<file path="config.mk">
export PLATFORM = sky130hd
export DESIGN_NAME = stage5_writeback
export DESIGN_NICKNAME = d
export VERILOG_FILES = /design/src/rtl/cpu_pkg.sv /design/src/rtl/regfile_8x10.sv /design/src/rtl/stage5_writeback.sv
export SDC_FILE = /design/constraint.sdc
export NUM_CORES = 1
export LEC_CHECK = 0
export ABC_AREA = 1
export BUFFER_PORTS_ARGS = -buffer_cell sky130_fd_sc_hd__buf_4
export CAP_MARGIN = 20
export CORE_ASPECT_RATIO = 0.7
export CORE_MARGIN = 5
export CORE_UTILIZATION = 33
export DETAILED_ROUTE_END_ITERATION = 16
export HOLD_SLACK_MARGIN = 0.1
export SLEW_MARGIN = 20
export SYNTH_ARGS = -nofsm -noshare
export SYNTH_HDL_FRONTEND = slang
export SYNTH_HIERARCHICAL = 1
export SYNTH_SLANG_ARGS = --single-unit
</file>
<file path="constraint.sdc">
create_clock -name clk -period 2.4 [get_ports clk]
set_clock_uncertainty 0.2 [all_clocks]
set_input_delay 0.12 -clock clk [delete_from_list [all_inputs] [get_ports clk]]
set_output_delay 0.12 -clock clk [all_outputs]
set_load 0.1 [all_outputs]
</file>
<file path="src/rtl/cpu_pkg.sv">
// Shared constants and types for the 10-bit pipelined CPU.
// Stages 3, 4 and 5 use the same widths and register-zero encoding.
package cpu_pkg;

  localparam int DATA_W   = 10;
  localparam int SEL_W    = 3;
  localparam int NUM_REGS = 2 ** SEL_W;

  typedef logic [DATA_W-1:0] data_t;
  typedef logic [SEL_W-1:0]  rsel_t;

  localparam rsel_t REG_ZERO = 3'd0;

endpackage : cpu_pkg

</file>
<file path="src/rtl/regfile_8x10.sv">
// 8 x 10-bit register file.
// Provides one write port and two read ports with write-first bypass.
// R0 is hardwired to zero on both read ports.
module regfile_8x10
  import cpu_pkg::*;
(
  input  logic  clk_i,
  input  logic  rst_ni,
  input  logic  we_i,
  input  rsel_t waddr_i,
  input  data_t wdata_i,
  input  rsel_t raddr_a_i,
  input  rsel_t raddr_b_i,
  output data_t rdata_a_o,
  output data_t rdata_b_o
);

  data_t mem_q [NUM_REGS];

  // Array update: synchronous clear on reset, otherwise a single write per cycle.
  // we_i already excludes R0, so entry 0 only ever holds zero.
  always_ff @(posedge clk_i) begin
    if (!rst_ni) begin
      for (int i = 0; i < NUM_REGS; i++) begin
        mem_q[i] <= '0;
      end
    end else if (we_i) begin
      mem_q[waddr_i] <= wdata_i;
    end
  end

  // Read port A: R0 forced to zero, then bypass of the value committing this cycle.
  always_comb begin
    rdata_a_o = mem_q[raddr_a_i];
    if (raddr_a_i == REG_ZERO) begin
      rdata_a_o = '0;
    end else if (we_i && (raddr_a_i == waddr_i)) begin
      rdata_a_o = wdata_i;
    end
  end

  // Read port B: same rule as port A, so both ports agree on any shared register.
  always_comb begin
    rdata_b_o = mem_q[raddr_b_i];
    if (raddr_b_i == REG_ZERO) begin
      rdata_b_o = '0;
    end else if (we_i && (raddr_b_i == waddr_i)) begin
      rdata_b_o = wdata_i;
    end
  end

endmodule : regfile_8x10

</file>
<file path="src/rtl/stage5_writeback.sv">
// Stage 5 (write-back) of the 10-bit pipelined CPU.
// Selects memory or ALU result, commits it to the register file, serves
// decode reads with bypass, holds the last write for stage-3 forwarding
// and counts retired instructions with a saturating counter.
module stage5_writeback
  import cpu_pkg::*;
#(
  parameter int RETIRE_W = 16
) (
  input  logic                clk,
  input  logic                reset,
  input  data_t               mem_res_in,
  input  data_t               ALU_result_in,
  input  logic                reg_write_en_in,
  input  logic                MemtoReg_in,
  input  logic                PC_en_in,
  input  rsel_t               reg_writesel_in,
  input  rsel_t               rs_sel,
  input  rsel_t               rt_sel,
  output data_t               rs_data,
  output data_t               rt_data,
  output data_t               wb_data_out,
  output rsel_t               wb_sel_out,
  output logic                wb_valid_out,
  output logic [RETIRE_W-1:0] retire_count
);

  // Counter increment that sticks at all-ones instead of wrapping.
  function automatic logic [RETIRE_W-1:0] sat_inc(input logic [RETIRE_W-1:0] v);
    return (&v) ? v : v + 1'b1;
  endfunction

  data_t               wb_data;
  logic                commit;
  data_t               wb_data_q;
  rsel_t               wb_sel_q;
  logic                wb_valid_q;
  logic [RETIRE_W-1:0] retire_q;
  logic [RETIRE_W-1:0] retire_d;

  assign wb_data = MemtoReg_in ? mem_res_in : ALU_result_in;

  // Reset in the commit term keeps the bypass from exposing a write that reset will discard.
  assign commit = reset & PC_en_in & reg_write_en_in & (reg_writesel_in != REG_ZERO);

  regfile_8x10 u_regfile (
    .clk_i     (clk),
    .rst_ni    (reset),
    .we_i      (commit),
    .waddr_i   (reg_writesel_in),
    .wdata_i   (wb_data),
    .raddr_a_i (rs_sel),
    .raddr_b_i (rt_sel),
    .rdata_a_o (rs_data),
    .rdata_b_o (rt_data)
  );

  // Next retire count: only advancing instructions count.
  always_comb begin
    retire_d = retire_q;
    if (PC_en_in) begin
      retire_d = sat_inc(retire_q);
    end
  end

  // Forward register and retire counter; data/select update every cycle, valid qualifies them.
  always_ff @(posedge clk) begin
    if (!reset) begin
      wb_data_q  <= '0;
      wb_sel_q   <= '0;
      wb_valid_q <= 1'b0;
      retire_q   <= '0;
    end else begin
      wb_data_q  <= wb_data;
      wb_sel_q   <= reg_writesel_in;
      wb_valid_q <= commit;
      retire_q   <= retire_d;
    end
  end

  assign wb_data_out  = wb_data_q;
  assign wb_sel_out   = wb_sel_q;
  assign wb_valid_out = wb_valid_q;
  assign retire_count = retire_q;

endmodule : stage5_writeback

</file>
== Word-level counts from Yosys, hierarchy flattened ==
Memory sizes are Yosys's and may differ from the RTL's.
Cells that the tools add are included.

* Eq/ne operators: 2
* Reductions and logical operators: 8
* $add $sub $neg: 1
* Bitwise gates (word level): 4
* Multiplexer cells: 12

{| class="wikitable"
|+ Operator list
! operator !! number
|-
| $mux W10 || 6
|-
| $add A16 B1 Y16 const B || 1
|-
| $reduce_and A16 Y1 || 1
|-
| $reduce_or A10 Y1 || 1
|-
| $eq A3 B3 Y1 || 2
|-
| $logic_not A3 Y1 || 2
|-
| $mux W1 || 5
|-
| $and A1 B1 Y1 || 3
|-
| $mux W3 || 1
|-
| $reduce_bool A3 Y1 || 1
|-
| $logic_and A1 B1 Y1 || 2
|-
| $reduce_and A2 Y1 || 1
|-
| $not A1 Y1 || 1
|}

* Output and inout bits: 50
* Input port bits: 34
* Memory bits (writable): 80
* Memories: 1
* Register bits after elaboration: 30
* Logic and storage cells: 32

{| class="wikitable"
|+ Memories
! memory !! depth !! width !! read ports !! clocked after Yosys merged registers in !! wr ports !! RTL line !! source
|-
| u_regfile.mem_q || 8 || 10 || 2 || 0 || 8 || regfile_8x10.sv:18 || <nowiki>data_t mem_q [NUM_REGS];</nowiki>
|}

== Depth between registers and ports, before layout ==
Gate-level depths: netlist of run 1.

* Depth in word-level cells: 8
* Depth in mapped cells: 9
* Depth with buffers taken out: 9

== Cells and area by module ==
The synthesis of run 1 kept the hierarchy.

{| class="wikitable"
|+ Modules (own cells, without submodules)
! module !! instances !! cells an instance !! area an instance (µm²) !! sequential area each (µm²)
|-
| regfile_8x10 || 1 || 672 || 4867.2 || 2402.3
|-
| stage5_writeback || 1 || 228 || 1492.7 || 600.6
|}

== Worst setup path before layout of run 1 ==
OpenSTA, ideal clock, no wires.

* Kind: input -> output
* Start: in PC_en_in
* End: out rs_data[8]
* Data required time: 2.080 ns
* Setup slack: -0.140 ns
* Arrival: 2.220 ns
* Stages on the path: 9
* Cells stage by stage: buf_2 nand3_1 nor2_1 nand2_1 nor2_2 nand2_2 nand2_1 nor2_1 nor2_1

* Word-level cells in the longest chain between the ends: 6

{| class="wikitable"
|+ RTL lines
! item !! RTL line !! source
|-
| from (decl) || stage5_writeback.sv:16 || <nowiki>input logic PC_en_in,</nowiki>
|-
| $and A1 B1 Y1 (3 in series) || stage5_writeback.sv:44 || <nowiki>assign commit = reset & PC_en_in & reg_write_en_in & (reg_writesel_in != REG_ZERO);</nowiki>
|-
| named net commit || stage5_writeback.sv:34 || <nowiki>logic commit;</nowiki>
|-
| $logic_and A1 B1 Y1 || regfile_8x10.sv:37 || <nowiki>end else if (we_i && (raddr_a_i == waddr_i)) begin</nowiki>
|-
| $mux W10 || regfile_8x10.sv:37 ||
|-
| $mux W10 || regfile_8x10.sv:35 || <nowiki>if (raddr_a_i == REG_ZERO) begin</nowiki>
|-
| to (decl) || stage5_writeback.sv:20 || <nowiki>output data_t rs_data,</nowiki>
|}

The timed path passes the listed nets, and every way through them passes these cells.

== Final worst setup path of run 1 ==
* Start: in mem_res_in[0]
* End: out rs_data[0]

* Word-level cells in the longest chain between the ends: 3

{| class="wikitable"
|+ RTL lines
! item !! RTL line !! source
|-
| from (decl) || stage5_writeback.sv:12 || <nowiki>input data_t mem_res_in,</nowiki>
|-
| $mux W10 || stage5_writeback.sv:41 || <nowiki>assign wb_data = MemtoReg_in ? mem_res_in : ALU_result_in;</nowiki>
|-
| named net wb_data[0] || stage5_writeback.sv:33 || <nowiki>data_t wb_data;</nowiki>
|-
| $mux W10 || regfile_8x10.sv:37 ||
|-
| $mux W10 || regfile_8x10.sv:35 ||
|}

The timed path passes the listed nets, and every way through them passes these cells.

==> results.sh, run 1 <==
export IMPL_dp_hpwl_mm=15.96
export IMPL_synth_cell_types=25
export IMPL_rsz0062_at_grt="false"
export IMPL_portBuffers=83
export IMPL_hold_buffers=32
export IMPL_wl_per_cell_um=17.75
export IMPL_final_cell_mix="nand2_1 (331), nor2_1 (173), nand3_1 (135), buf_4 (115), edfxtp_1 (80)"
export IMPL_die_x_um=175.9
export IMPL_synth_nets=935
export IMPL_globalRouteMet3Util_pct=6.111
export IMPL_synthCells=900
export IMPL_fmax_mhz=444.5
export IMPL_grt_pass1_wl_mm=34.96
export IMPL_first_pass_iters=7
export IMPL_holdCritPathClass="in -> reg"
export IMPL_hold_end="u_regfile/mem_q[6][4]"
export IMPL_vias=6382
export IMPL_final_nets=1045
export IMPL_ant_nets=0
export IMPL_numCtsBuffers=9
export IMPL_finalWeightedCongestion=0.8999
export IMPL_top_usage_layer="met1"
export IMPL_period_minus_slack_ns=2.249
export IMPL_mappedNetlistArea_um2=6360
export IMPL_grt_use_total_pct=20.30
export IMPL_drtIter0Drc=824
export IMPL_cp_arrival_ns=1.93
export IMPL_die_h_um=126.2
export IMPL_slew_headroom_pct=64.11
export IMPL_dp_cells=1209
export IMPL_ys_seq_area_share_pct=47.22
export IMPL_grt_use_met1_pct=30.95
export IMPL_crit_type="in -> out"
export IMPL_grt_max_degree=41
export IMPL_wirelength_mm=22.31
export IMPL_stdcell_count=1257
export IMPL_ir_worst_vdd_v=0.0003712
export IMPL_tns_ns=0
export IMPL_totalPowerFinal_mw=4.976
export IMPL_cap_violations=0
export IMPL_cts_tree="yes"
export IMPL_r2r_cells=8
export IMPL_grtUsageMet2_pct=28.03
export IMPL_via_per_inst=5.077
export IMPL_coreArea_um2=18920
export IMPL_cts_sinks=110
export IMPL_status="finished, final reports clean"
export IMPL_drive_gt1_share_pct=17.24
export IMPL_initial_core_util_pct=33.62
export IMPL_grt_ovfl_total=0
export IMPL_rr_endpoint="retire_count[10]"
export IMPL_diodes=0
export IMPL_area_growth_synth_to_final_pct=24.83
export IMPL_min_from="mem_res_in[4]"
export IMPL_slew_violations=0
export IMPL_drcViolationCount=0
export IMPL_clockBufferDepth=2
export IMPL_setup_violations=0
export IMPL_critical_path_required_ns=2.08
export IMPL_fin_crit_sh_pct=93.73
export IMPL_rr_startpoint="retire_count[0]"
export IMPL_io_pins=84
export IMPL_final_common_cell="nand2_1"
export IMPL_antenna_found_initial=0
export IMPL_hold_depth=5
export IMPL_postLayoutCoreUtil_pct=41.96
export IMPL_cts_resized=0
export IMPL_r2r_slack_ns=0.54
export IMPL_synth_avg_cell_area_um2=7.067
export IMPL_clk_latency_ns=0.36
export IMPL_die_area_um2=22190
export IMPL_yosys_area_top_type="edfxtp_1"
export IMPL_tightest_slew_ns=0.5370
export IMPL_synthTopCellsByArea="edfxtp_1 (38%), nand2_1 (20%), nor2_1 (11%), nand3_1 (11%), dfxtp_1 (9.4%)"
export IMPL_cp_max_fo=7
export IMPL_critPathCaptureType="output pin"
export IMPL_cellLeakagePower_nw=3.618
export IMPL_hold_viol=0
export IMPL_grt_pass1_vias=6072
export IMPL_ys_ff_latch=110
export IMPL_htreeDepth=3
export IMPL_cts_setup_buffers=0
export IMPL_rows=42
export IMPL_clk_pin_slew_ns=0.08
export IMPL_p_per_area_nw_per_um2=626.8
export IMPL_yosys_area_top_type_share_pct=37.77
export IMPL_startpoint_type="input pin"
export IMPL_ys_warn_count=6
export IMPL_clockRootBuffer="clkbuf_16"
## flip-flops by register name, summed over array words and instances (netlist names)
register	count
wb_data_out	10
wb_sel_out	3
wb_valid_out	1
retire_count	16
u_regfile/mem_q	80
## final cells by class
type / count / area (µm²)
Clock buffer: 10 / 250.2
Clock inverter: 6 / 51.30
Fill cell: 1949 / 10980
Inverter: 38 / 145.1
Multi-Input combinational cell: 703 / 2983
Sequential cell: 110 / 3003
Tap cell: 242 / 302.8
Timing Repair Buffer: 148 / 1204
## where the power goes
part	leakage [nW]	internal (mW)	switching, mW	total, mW
logic	2.46	0.313	0.951	1.26
registers	1.01	2.13	0.0525	2.18
clock network	0.152	0.786	0.748	1.53
## worst max-delay path, cell delays in order
cell           delay [ns]
dlygate4sd3_1        0.53
buf_4                0.10
nand2_1              0.05
nand2_1              0.07
clkinv_1             0.31
nand3_1              0.20
nand2_1              0.08
nor2_2               0.15
buf_4                0.30
## stage by stage
step           area [µm²]  worst slack, ns  hold slack, ns
2_1_floorplan        6410          0.04388         0.01763
3_3_place_gp         7317           0.3887          0.1922
3_5_place_dp         7317           0.3397          0.2000
4_1_cts              7939           0.1706          0.1741
5_1_grt              7939          0.05626          0.2134
6_report             7939           0.1505          0.2058
## logic make-up (layout without fill, tap and decap cells)
logic type	Yosys count	count (layout)	synth area share, %
simple gates	680	680	44.13
buf+inv	87	202	6.669
fa+ha+maj	1	1	0.1967
flops	110	110	47.22
compound gates	21	21	1.653
xor+xnor	1	1	0.1377
## synth_stat cells
master,number
nand2_1,331
nor2_1,193
nand3_1,135
edfxtp_1,80
buf_2,31
dfxtp_1,30
inv_1,20
a21oi_1,18
clkinv_1,11
buf_4,9
clkbuf_1,6
inv_2,6
nor2_2,5
nor2_4,5
nand2_2,4
buf_6,3
o21ai_0,3
nand4_1,2
nor3_1,2
and2_1,1
ha_1,1
inv_4,1
nand4_2,1
nor3_2,1
xor2_1,1
## worst max path at each step
stage	slack (ns)	endpoint	cells after the start	startpoint
floorplan	0.04	retire_count[3]	7	retire_count[0]
global placement	0.39	rs_data[0]	9	MemtoReg_in
detailed placement	0.34	u_regfile/mem_q[1][6]	7	PC_en_in
CTS	0.17	rs_data[0]	9	mem_res_in[0]
global route	0.06	rs_data[0]	9	mem_res_in[0]
finish	0.15	rs_data[0]	9	mem_res_in[0]
## metal layers
layer	routed length (µm)	part of all wire (%)
met1	10740	48
met2	8988	40
met3	2285	10
met4	291	1.3
met5	0	0
No activity file was read; power rests on OpenSTA's default activity.
==> run 2: changes to the inputs <==
BUFFER_PORTS_ARGS = -buffer_cell sky130_fd_sc_hd__buf_2   (was -buffer_cell sky130_fd_sc_hd__buf_4)
CTS_CLUSTER_DIAMETER = 100   (was unset)
==> run 2 against run 1 <==
Against the previous run:
- register-to-register slack improved by 0.03 ns
- critical endpoint is now rs_data[3]
- via count decreased by 0.25%
- worst setup slack improved by 0.11 ns
- largest power group unchanged
- sequential share of layout area decreased by 0.76 points
- first-iteration DRC count decreased by 17%
- sequential power about the same
- highest routed layer unchanged
==> results.sh, run 2 (synthesis gave the netlist of run 1 again) <==
export IMPL_status="finished, final reports clean"
export IMPL_cts_tree="yes"
export IMPL_clk_pin_slew_ns=0.08
export IMPL_numCtsBuffers=9
export IMPL_cap_violations=0
export IMPL_clockRootBuffer="clkbuf_16"
export IMPL_antenna_found_initial=0
export IMPL_slew_violations=0
export IMPL_finalWeightedCongestion=0.9406
export IMPL_grt_pass1_vias=5907
export IMPL_first_pass_iters=5
export IMPL_dp_hpwl_mm=16.24
export IMPL_stdcell_count=1262
export IMPL_rows=42
export IMPL_dp_slack_ns=0.3505
export IMPL_rsz0062_at_grt="false"
export IMPL_cts_sinks=110
export IMPL_diodes=0
export IMPL_worst_slack_ns=0.2655
export IMPL_die_area_um2=22190
export IMPL_htreeDepth=3
export IMPL_clk_latency_ns=0.36
export IMPL_period_minus_slack_ns=2.134
export IMPL_final_cell_mix="nand2_1 (331), nor2_1 (173), nand3_1 (135), edfxtp_1 (80), buf_2 (63)"
export IMPL_portBuffers=83
export IMPL_design_area_um2=8102
export IMPL_drcViolationCount=0
export IMPL_via_per_inst=5.044
export IMPL_holdCritPathClass="in -> reg"
export IMPL_final_nets=1050
export IMPL_grt_use_total_pct=20.01
export IMPL_tns_ns=0
export IMPL_dp_cells=1214
export IMPL_die_h_um=126.2
export IMPL_cp_max_fo=5
export IMPL_p_per_area_nw_per_um2=639.9
export IMPL_die_x_um=175.9
export IMPL_grt_ovfl_total=0
export IMPL_critPathCaptureType="output pin"
export IMPL_slew_headroom_pct=64.83
export IMPL_drtIter0Drc=680
export IMPL_clockBufferDepth=2
export IMPL_largest_reg_flops=80
export IMPL_tightest_slew_ns=0.5262
export IMPL_cts_resized=0
export IMPL_vias=6366
export IMPL_io_pins=84
export IMPL_drive_gt1_share_pct=17.45
export IMPL_grt_pass1_wl_mm=34.35
export IMPL_ir_worst_vdd_v=0.0003184
export IMPL_ant_nets=0
export IMPL_grt_max_degree=34
export IMPL_holdWs_ns=0.1637
export IMPL_post_dp_cell_area_um2=7460
export IMPL_coreArea_um2=18920
export IMPL_critical_path_required_ns=2.08
export IMPL_fillers=1982
export IMPL_initial_core_util_pct=33.62
export IMPL_setup_violations=0
export IMPL_wl_per_cell_um=17.59
export IMPL_wirelength_mm=22.20
export IMPL_area_growth_synth_to_final_pct=27.39
export IMPL_cp_arrival_ns=1.81
export IMPL_fin_crit_sh_pct=88.94
export IMPL_startpoint_type="input pin"
export IMPL_cellLeakagePower_nw=3.705
export IMPL_crit_type="in -> out"
export IMPL_final_common_cell="nand2_1"
export IMPL_hold_viol=0
export IMPL_top_register="u_regfile/mem_q"
export IMPL_fmax_mhz=468.5
[run 2: cell count changes in the layout (fill, tap and decap cells not counted)]
cell,before,now
clkbuf_16,10,9
inv_8,2,1
clkinv_2,1,0
buf_12,1,22
bufinv_16,0,2
inv_4,2,1
clkinv_1,11,13
buf_4,115,36
buf_2,0,63
[run 2: routing by layer]
| layer | up-vias | wire length, µm | track usage [%] |
|---|---|---|---|
| met5 | - | 0 | 0 |
| met4 | 0 | 207 | 3.116 |
| met2 | 334 | 8956 | 28.37 |
| li1 | 3107 | - | - |
| met3 | 14 | 2966 | 6.920 |
| met1 | 2911 | 10070 | 29.90 |
[run 2: what timing repair did]
action	CTS	global route
endpoints found under the hold margin	29	0
hold buffers	32	0
buffers inserted	0	0
[run 2: final cells by class]
class / instances / area, µm² / area share (%)
clock buffer: 9 / 225.2 / 2.780
clock inverter: 7 / 96.34 / 1.189
inverter: 38 / 145.1 / 1.792
multi-input combinational: 703 / 2983 / 36.82
sequential: 110 / 3003 / 37.07
tap: 242 / 302.8 / 3.737
timing repair buffer: 153 / 1346 / 16.62
[run 2: worst paths after layout]
| path | startpoint | to | slack (ns) | cells past startpoint |
|---|---|---|---|---|
| max | mem_res_in[3] | rs_data[3] | 0.27 | 9 |
| min | mem_res_in[5] | u_regfile/mem_q[7][5] | 0.16 | 5 |
| max reg2reg | retire_count[0] | retire_count[10] | 0.57 | 8 |
| min reg2reg | retire_count[1] | retire_count[1] | 0.32 | 2 |
[run 2: power breakdown]
group	switching (mW)	internal [mW]
registers	0.0474	2.12
logic	0.976	0.403
clock network	0.712	0.920
[run 2: critical path: stages]
cell and delay (ns):
dlygate4sd3_1 0.51, buf_2 0.11, nand2_1 0.06, nand2_1 0.09
clkinv_1 0.22, nand3_1 0.16, nand2_1 0.10, nor2_2 0.23
buf_12 0.21
[run 2: through the flow]
step | power [mW] | utilization (%)
after floorplan | 3.055 | -
after global placement | 3.533 | 39.43
after detailed placement | 3.536 | 39.43
after CTS | 5.218 | 42.82
after global routing | 5.369 | 42.82
final | 5.184 | 42.82
